$ cat src/rtl/vecmat_pkg.sv
// Shared constants and helpers for the vecmat reduction datapath.
// Saturation limits are width-generic so every adder instance can share them.
package vecmat_pkg;

    localparam int DATA_WIDTH_DEF = 16;

    // Largest positive two's-complement value of a w-bit word (0x7FFF for 16 bits).
    function automatic logic [63:0] sat_max(input int w);
        return (64'd1 << (w - 1)) - 64'd1;
    endfunction

    // Most negative two's-complement value of a w-bit word (0x8000 for 16 bits).
    function automatic logic [63:0] sat_min(input int w);
        return 64'd1 << (w - 1);
    endfunction

    // LSB position of lane i inside a flat beat of w-bit lanes.
    function automatic int lane_lsb(input int lane, input int w);
        return lane * w;
    endfunction

endpackage

$ cat src/rtl/vecmat_sat_add.sv
// Combinational two's-complement adder with signed-overflow detect and
// optional saturation; used for every tree node and for the accumulator.
module vecmat_sat_add
    import vecmat_pkg::*;
#(
    parameter int W        = DATA_WIDTH_DEF,
    parameter int SATURATE = 0
) (
    input  logic [W-1:0] a,
    input  logic [W-1:0] b,
    output logic [W-1:0] sum,
    output logic         ovf
);

    localparam logic [W-1:0] MAX_V = W'(sat_max(W));
    localparam logic [W-1:0] MIN_V = W'(sat_min(W));

    logic [W-1:0] raw;

    // NOTE: every output of an always_comb gets a default first so no path can infer a latch.
    always_comb begin
        raw = a + b;
        ovf = (a[W-1] == b[W-1]) && (raw[W-1] != a[W-1]);
        sum = raw;
        if ((SATURATE != 0) && ovf) begin
            sum = a[W-1] ? MIN_V : MAX_V;
        end
    end

endmodule

$ cat src/rtl/vecmat_reduce_pipe.sv
// Pipelined adder-tree reduction of NUM_ELEMS lanes per beat, followed by an
// ACC_BEATS-beat accumulator and a ready/valid output register.
module vecmat_reduce_pipe
    import vecmat_pkg::*;
#(
    parameter int DATA_WIDTH   = DATA_WIDTH_DEF,
    parameter int NUM_ELEMS    = 64,
    parameter int STAGE_LEVELS = 2,
    parameter int SATURATE     = 0,
    parameter int ACC_BEATS    = 1
) (
    input  logic                            clk,
    input  logic                            reset,
    input  logic                            in_valid,
    output logic                            in_ready,
    input  logic [NUM_ELEMS*DATA_WIDTH-1:0] in_data,
    output logic                            out_valid,
    input  logic                            out_ready,
    output logic [DATA_WIDTH-1:0]           out_data,
    output logic                            out_ovf
);

    localparam int L  = $clog2(NUM_ELEMS);
    localparam int CW = (ACC_BEATS > 1) ? $clog2(ACC_BEATS) : 1;
    localparam logic [CW-1:0] LAST_BEAT = CW'(ACC_BEATS - 1);

    logic en;

    logic                  out_valid_d, out_valid_q;
    logic [DATA_WIDTH-1:0] out_data_d,  out_data_q;
    logic                  out_ovf_d,   out_ovf_q;

    // One global enable freezes the whole pipe while a result waits for the consumer.
    assign en        = !out_valid_q || out_ready;
    assign in_ready  = en;
    assign out_valid = out_valid_q;
    assign out_data  = out_data_q;
    assign out_ovf   = out_ovf_q;

    // Level 0 is the raw beat; level k pairs nodes 2j/2j+1 of level k-1.
    for (genvar k = 0; k <= L; k++) begin : g_lvl
        localparam int CNT = NUM_ELEMS >> k;

        logic [DATA_WIDTH-1:0] node_out [CNT];
        logic                  vld_out;
        logic                  ovf_out;

        if (k == 0) begin : g_in
            for (genvar j = 0; j < CNT; j++) begin : g_lane
                assign node_out[j] = in_data[lane_lsb(j, DATA_WIDTH) +: DATA_WIDTH];
            end
            assign vld_out = in_valid && en;
            assign ovf_out = 1'b0;
        end else begin : g_add
            logic [DATA_WIDTH-1:0] sum_w [CNT];
            logic [CNT-1:0]        add_ovf;
            logic                  lvl_ovf;

            for (genvar j = 0; j < CNT; j++) begin : g_node
                vecmat_sat_add #(
                    .W        (DATA_WIDTH),
                    .SATURATE (SATURATE)
                ) u_add (
                    .a   (g_lvl[k-1].node_out[2*j]),
                    .b   (g_lvl[k-1].node_out[2*j+1]),
                    .sum (sum_w[j]),
                    .ovf (add_ovf[j])
                );
            end

            // Sticky overflow: anything upstream in this beat, plus this level's adders.
            assign lvl_ovf = g_lvl[k-1].ovf_out || (|add_ovf);

            if (((k % STAGE_LEVELS) == 0) || (k == L)) begin : g_reg
                logic [DATA_WIDTH-1:0] node_d [CNT];
                logic [DATA_WIDTH-1:0] node_q [CNT];
                logic                  vld_d, vld_q;
                logic                  ovf_d, ovf_q;

                always_comb begin
                    node_d = node_q;
                    vld_d  = vld_q;
                    ovf_d  = ovf_q;
                    if (en) begin
                        node_d = sum_w;
                        vld_d  = g_lvl[k-1].vld_out;
                        ovf_d  = lvl_ovf;
                    end
                end

                // NOTE: state flops use non-blocking assignment so every register samples pre-edge values.
                // NOTE: datapath registers are reset too, so a stalled or idle pipe never shows stale sums.
                always_ff @(posedge clk) begin
                    if (reset) begin
                        node_q <= '{default: '0};
                        vld_q  <= 1'b0;
                        ovf_q  <= 1'b0;
                    end else begin
                        node_q <= node_d;
                        vld_q  <= vld_d;
                        ovf_q  <= ovf_d;
                    end
                end

                assign node_out = node_q;
                assign vld_out  = vld_q;
                assign ovf_out  = ovf_q;
            end else begin : g_comb
                assign node_out = sum_w;
                assign vld_out  = g_lvl[k-1].vld_out;
                assign ovf_out  = lvl_ovf;
            end
        end
    end

    logic [DATA_WIDTH-1:0] tree_sum;
    logic                  tree_vld;
    logic                  tree_ovf;

    assign tree_sum = g_lvl[L].node_out[0];
    assign tree_vld = g_lvl[L].vld_out;
    assign tree_ovf = g_lvl[L].ovf_out;

    logic [DATA_WIDTH-1:0] acc_d, acc_q, acc_sum;
    logic                  acc_ovf_d, acc_ovf_q, acc_add_ovf;
    logic [CW-1:0]         cnt_d, cnt_q;

    vecmat_sat_add #(
        .W        (DATA_WIDTH),
        .SATURATE (SATURATE)
    ) u_acc_add (
        .a   (acc_q),
        .b   (tree_sum),
        .sum (acc_sum),
        .ovf (acc_add_ovf)
    );

    always_comb begin
        acc_d       = acc_q;
        acc_ovf_d   = acc_ovf_q;
        cnt_d       = cnt_q;
        out_valid_d = out_valid_q;
        out_data_d  = out_data_q;
        out_ovf_d   = out_ovf_q;
        if (en) begin
            out_valid_d = 1'b0;
            if (tree_vld) begin
                if (cnt_q != LAST_BEAT) begin
                    acc_d     = acc_sum;
                    acc_ovf_d = acc_ovf_q || tree_ovf || acc_add_ovf;
                    cnt_d     = cnt_q + 1'b1;
                end else begin
                    // Last beat of the group: publish and start the next group from zero.
                    out_valid_d = 1'b1;
                    out_data_d  = acc_sum;
                    out_ovf_d   = acc_ovf_q || tree_ovf || acc_add_ovf;
                    acc_d       = '0;
                    acc_ovf_d   = 1'b0;
                    cnt_d       = '0;
                end
            end
        end
    end

    always_ff @(posedge clk) begin
        if (reset) begin
            acc_q       <= '0;
            acc_ovf_q   <= 1'b0;
            cnt_q       <= '0;
            out_valid_q <= 1'b0;
            out_data_q  <= '0;
            out_ovf_q   <= 1'b0;
        end else begin
            acc_q       <= acc_d;
            acc_ovf_q   <= acc_ovf_d;
            cnt_q       <= cnt_d;
            out_valid_q <= out_valid_d;
            out_data_q  <= out_data_d;
            out_ovf_q   <= out_ovf_d;
        end
    end

endmodule

$ cat config.mk
export PLATFORM = sky130hd
export DESIGN_NAME = vecmat_reduce_pipe
export DESIGN_NICKNAME = d
export VERILOG_FILES = /design/src/rtl/vecmat_pkg.sv /design/src/rtl/vecmat_sat_add.sv /design/src/rtl/vecmat_reduce_pipe.sv
export SDC_FILE = /design/constraint.sdc
export NUM_CORES = 2
export LEC_CHECK = 0
export BUFFER_PORTS_ARGS = -buffer_cell sky130_fd_sc_hd__buf_2
export CORE_AREA = 2 2 405 407
export CTS_CLUSTER_SIZE = 10
export DETAILED_ROUTE_END_ITERATION = 6
export DIE_AREA = 0 0 407 409
export MAX_ROUTING_LAYER = met4
export PLACE_DENSITY = 0.5
export SLEW_MARGIN = 30
export SYNTH_ARGS = -nofsm -noshare
export SYNTH_HDL_FRONTEND = slang
export SYNTH_SLANG_ARGS = --single-unit
$ cat constraint.sdc
create_clock -name clk -period 8.2 [get_ports clk]
set_input_delay 1.23 -clock clk [delete_from_list [all_inputs] [get_ports clk]]
set_output_delay 1.23 -clock clk [all_outputs]
set_load 0.01 [all_outputs]
* After elaboration in Yosys (flattened, before gate mapping)
Index checks and enable logic that the tools add are counted.
** Word-level totals
- Register bits :: 378
- Bits of input ports :: 1028
- Output and inout port bits :: 19
- Word-level logic and storage cells :: 313
** Cells by class
- Add/subtract/negate cells :: 65
- Equality and inequality tests :: 128
- Mux-type cells :: 5
- Bitwise operators :: 1
- Reduce and logical (&&, ||, !) cells :: 81
** Operators with widths (number)
- $add 16x16->16 :: 64
- $logic_and 1x1->1 :: 65
- $eq 1x1->1 :: 64
- $ne 1x1->1 :: 64
- $reduce_or 32->1 :: 1
- $mux 16 :: 1
- $reduce_or 16->1 :: 1
- $logic_or 1x1->1 :: 8
- $reduce_or 8->1 :: 1
- $mux 1 :: 4
- $reduce_or 4->1 :: 1
- $reduce_and 3->1 :: 1
- $reduce_and 2->1 :: 1
- $reduce_or 2->1 :: 1
- $add 1x1->1 const B :: 1
- $logic_not 1->1 :: 1
- $not 1->1 :: 1

* Depth between registers and ports, before layout
- Word-level depth :: 6
- Mapped depth :: 25

* Modules after synthesis
A second synthesis with hierarchy kept.
** Unflattened totals
- Cells, all modules :: 8006
- Area total of the unflattened synthesis :: 61497.7 um^2
** By module, submodules not included
- vecmat_sat_add (g_lvl[2].g_add.g_node[10].u_add ...) :: times used 23, cells an instance 104, area each 818.3 um^2, sequential area each 0.0 um^2
- vecmat_sat_add (g_lvl[1].g_add.g_node[11].u_add ...) :: times used 23, cells an instance 93, area each 696.9 um^2, sequential area each 0.0 um^2
- vecmat_reduce_pipe :: times used 1, cells an instance 1582, area each 12534.5 um^2, sequential area each 7206.9 um^2
- vecmat_sat_add (g_lvl[1].g_add.g_node[0].u_add ...) :: times used 9, cells an instance 108, area each 794.5 um^2, sequential area each 0.0 um^2
- vecmat_sat_add (g_lvl[4].g_add.g_node[0].u_add ...) :: times used 6, cells an instance 102, area each 764.5 um^2, sequential area each 0.0 um^2
- vecmat_sat_add (g_lvl[6].g_add.g_node[0].u_add ...) :: times used 2, cells an instance 100, area each 770.7 um^2, sequential area each 0.0 um^2
- vecmat_sat_add (g_lvl[1].g_add.g_node[15].u_add) :: times used 1, cells an instance 109, area each 834.6 um^2, sequential area each 0.0 um^2

* Worst setup path after synthesis
OpenSTA, ideal clock, no wires.
- Path type :: input to register
- From :: input in_data[640]
- To :: register g_lvl[2].g_add.g_reg.ovf_q
- Arrival :: 5.328 ns
- Required time :: 8.064 ns
- Slack :: 2.737 ns
- Stages on the path :: 22
- Path buffers :: 0
- Cells stage by stage :: ha_1 fa_1 a21o_1 a21oi_1 o21bai_1 a21oi_1 o21bai_1 a21oi_1 o21bai_1 a2111oi_0 o31ai_1 a21oi_1 xnor2_1 ha_1 or3_1 a311oi_1 or3_1 mux2i_1 nor4_1 nand4_1 nor4_1 a211oi_1
** Between the ends
- Longest elaborated chain between the ends :: 6
- Elaborated cells between the ends (all ways) :: 10
- Those cells by class :: add/sub: 2; eq/ne: 3; reduce/logical: 5
** RTL lines
- start, declared :: line vecmat_reduce_pipe.sv:16 : input logic [NUM_ELEMS*DATA_WIDTH-1:0] in_data,
- $add 16x16->16 * :: line vecmat_sat_add.sv:22 : raw = a + b;
- $add 16x16->16 :: line vecmat_sat_add.sv:22
- $ne 1x1->1 :: line vecmat_sat_add.sv:23 : ovf = (a[W-1] == b[W-1]) && (raw[W-1] != a[W-1]);
- $logic_and 1x1->1 :: line vecmat_sat_add.sv:23
- $reduce_or 16->1 :: line vecmat_reduce_pipe.sv:72 : assign lvl_ovf = g_lvl[k-1].ovf_out || (|add_ovf);
- $logic_or 1x1->1 * :: line vecmat_reduce_pipe.sv:72
- end signal, assigned :: line vecmat_reduce_pipe.sv:101 : ovf_q <= ovf_d;
- end, declared :: line vecmat_reduce_pipe.sv:78 : logic ovf_d, ovf_q;
Every way passes the cells marked *; elsewhere a longest branch is shown, timed or not.
A chain may end at the register's enable or synchronous reset.

* Final worst setup path
- From :: input in_data[704]
- To :: register g_lvl[2].g_add.g_reg.ovf_q
The elaborated chain is that of the path after synthesis.

==> results.md <==
* Worst path slowest cell: a2111oi_0
* CTS Hold Buffers Added at 0
* Final hold vios at 0
* Vias at 56100
* TritonCTS clock tree: done
* CP Max Fanout at 4
* FF-to-FF path depth at 21
* Routed length per instance at 20.1 um
* Met1 usage at 32.4%
* Setup TNS at 0 ns
* Synth Cell Area at 54600 um^2
* Fin cells at 10600
* Layout cell share with drive strength beyond 1 at 14.9%
* H-Tree Depth at 2
* Initial Util at 33.7%
* GRT met2 Usage at 43.2%
* Synth warn at 0
* Setup WS post-layout at 2.10 ns
* Via-per-instance ratio at 5.30
* Prevailing post-synth register cell: dfxtp_1
* Max Cap Violations at 0
* I/O pin cnt at 1047
* First-pass GRT wire length at 318000 um
* WL final at 213000 um
* Crit path max-delay family: compound AO/OA/AOI/OAI gates
* Clock insertion delay at the later pin of the skew report at 0.63 ns
* Tcrit/Tclk final at 74.3%
* Clock slew at reported path FFs at 0.06 ns
* Worst setup path start: in_data[704]
* Post-synth EDFFs at 0
* R2R Setup Slk at 2.92 ns
* Pre-CTS WS at 1.46 ns
* Post-DRT Antenna Nets at 0
* Worst rel slew slack at 36.2%
* Die X-Extent at 407 um
* Crit path buf inv count at 1
* Slew of the pin with the lowest slew margin at 0.946 ns
* TritonCTS Buffers at 49
* Gr usage total at 25.3%
* Crit Path Class: input port to flip-flop
* # DRC at 0
* RSZ-0062 raised after global routing: no
* Vias in the first global route at 54100
* M3 GR Usage at 2.26%
* Congestion Overflow GR at 0
* Max stage delay on crit path at 0.74 ns
* Largest net degree at the start of global routing at 179
* Crit path cell chain: buf_2, ha_1, fa_1, a21o_1, a21oi_1, o21bai_1, a21oi_1, o21bai_1, a21oi_1, o21bai_1, a2111oi_0, nor2_1, xnor2_1, ha_1, nand2_1, o21a_1, o21ai_0, mux2i_1, nand3_1, nor4_1, a211oi_1
* DIE HEIGHT at 409 um
* Grt peak-use layer: met2
* Critical Path End Type: flip-flop
* Num rows at 148
* Clock root cell: clkbuf_16
* Die area at 166000 um^2
* Fraction of registers with async set or reset after synthesis at 0%
* Finished Core Util at 39.6%
* CP Capture Point: g_lvl[2].g_add.g_reg.ovf_q$_SDFFE_PP0N_
* Crit. path cell count at 21
* Hpwl dp at 184000 um
* Status: finished, final reports clean
* Max Root-Sink Buffers at 3
* # port buffers at 1046
* Post CTS Setup Buffer Count at 0
* Net Count, Synth at 9394
* Placer congestion estimate at 0.929
* Mean Syn Cell Area at 7.42 um^2
* First-pass DRT Iterations at 6
* Max Slew Vio Count at 0
* Synth unique cells at 92
* Critical path data arrival time at 6.56 ns
* Setup Skew at 0.0333 ns
* Worst min path class: flip-flop to flip-flop
* Antenna violations before repair at 49
* RR Startpoint: g_lvl[2].g_add.g_reg.node_q[224]$_SDFFE_PP0N_
* Seq cells post-synth at 360
* Synthesized instance count at 7358
* CP required at 8.66 ns
* Final Power at 0.0208 W
* Pleak at 30.1 nW
* Peak supply drop at 0.214 mV
* FMAX at 164 MHz
* Nets at 10400
* Post_cts resized at 0
* Dpl cells at 10500
* Worst R2R End: g_lvl[4].g_add.g_reg.ovf_q$_SDFFE_PP0N_
* Seq/Total Area, Yosys at 13.2%
* Pwr Density at 325 nW/um^2
* Final setup viols at 0
* Setup crit start kind: input port
* Fin crit period at 6.10 ns
* Area growth from synthesis to layout at 17.4%
* CTS sink count at 360
* Area of the core at 162000 um^2
* 1st-iter DRT viols at 3340
worst min-delay path by stage:
stage	from	end	slack (ns)	cells past startpoint
3_3_place_gp	g_lvl[6].g_add.g_reg.node_q[0]$_SDFFE_PP0N_	out_data[0]$_SDFFE_PP0P_	0.44	2
4_1_cts	out_data[11]$_SDFFE_PP0P_	out_data[11]$_SDFFE_PP0P_	0.45	2
2_1_floorplan	g_lvl[6].g_add.g_reg.ovf_q$_SDFFE_PP0N_	out_ovf$_SDFFE_PP0P_	0.43	2
3_5_place_dp	out_data[11]$_SDFFE_PP0P_	out_data[11]$_SDFFE_PP0P_	0.44	2
6_report	out_data[11]$_SDFFE_PP0P_	out_data[11]$_SDFFE_PP0P_	0.45	2
5_1_grt	g_lvl[2].g_add.g_reg.node_q[85]$_SDFFE_PP0N_	g_lvl[2].g_add.g_reg.node_q[85]$_SDFFE_PP0N_	0.47	2
synthesized netlist by cell type, drive strengths merged (138+ instances only):
library cell	count	area share (%)
o21ai	488	4.5
nand3	148	1.4
dfxtp	360	13
a21o	167	2.3
inv	472	3.2
a21oi	807	7.4
nor2	641	4.4
ha	945	22
nor3	226	2.1
nand2	700	4.8
nor2b	138	1.6
a211oi	143	2.0
xnor2	544	8.7
power by group:
| group | switching (W) | leakage [nW] | internal, W |
|---|---|---|---|
| registers | 0.000537 | 3.00 | 0.00248 |
| logic | 0.00871 | 26.2 | 0.00683 |
| clock network | 0.000884 | 0.825 | 0.00138 |
cell usage in the layout, fill, tap and decap left out, drive strengths merged, types with 23 or more instances in the layout:
master and count:
o21a 61, or2 26, a21oi 807, and3 82
a211o 28, ha 945, o211ai 49, nand4 48
a2111oi 30, nor3 226, nand3 148, fa 63
inv 473, a31oi 58, buf 1074, a21boi 105
xnor2 544, diode 40, o2111ai 30, clkbuf 66
nand2 700, o21bai 107, or3 110, or4 23
o31ai 26, nor4 54, nand3b 48, a21o 167
o21ai 488, a211oi 143, nor2b 138, and2 28
mux2i 29, dfxtp 360, xor2 128, nor3b 40
nor2 641, nand2b 44
cells by family after synthesis:
family                     count (synthesis)  share of synthesized area, %
and+or+nand+nor                         2419                          21.4
muxes                                     40                         0.759
adders and majority gates               1008                          24.0
DFF                                      360                          13.2
AOI/OAI and AO/OA                       2246                          25.7
xor gates and xnor gates                 672                          10.8
buffers and inverters                    613                          4.21
layer usage:
layer	up-vias	routed length (um)
met5	-	0
met4	0	3960
met3	168	9510
met2	1285	102000
met1	25900	97600
li1	28700	-
sequential cells by signal, summed over array words and instances, names as in the netlist:
name and cells:
g_lvl.g_add.g_reg.node_q 336, out_data 16, g_lvl.g_add.g_reg.ovf_q 3, g_lvl.g_add.g_reg.vld_q 3, out_ovf 1, out_valid 1
worst reg2reg max path: cells and delay by family, from the launching register on:
| kind | cells | cell delay [ns] |
|---|---|---|
| AOI/OAI and AO/OA | 12 | 3.15 |
| adders and majority gates | 3 | 0.96 |
| and+or+nand+nor | 5 | 0.69 |
| DFF | 1 | 0.33 |
| buffers and inverters | 1 | 0.06 |
area by class of cell:
cell class / count / area (um^2)
diodes: 40 / 100
clock buffers: 66 / 1390
clock inverters: 17 / 293
fillers: 17200 / 97900
inverters: 472 / 1780
multi-input cells: 6385 / 45100
flip-flops and latches: 360 / 7210
well taps: 2175 / 2720
repair buffers: 1074 / 5490
through the flow:
step | area [um^2] | hold WS (ns)
3_5_place_dp | 62300 | 0.445
4_1_cts | 64000 | 0.452
5_1_grt | 64100 | 0.473
6_report | 64100 | 0.449
3_3_place_gp | 62300 | 0.439
2_1_floorplan | 54600 | 0.432
Note: power is estimated with default switching activity, not from simulation.
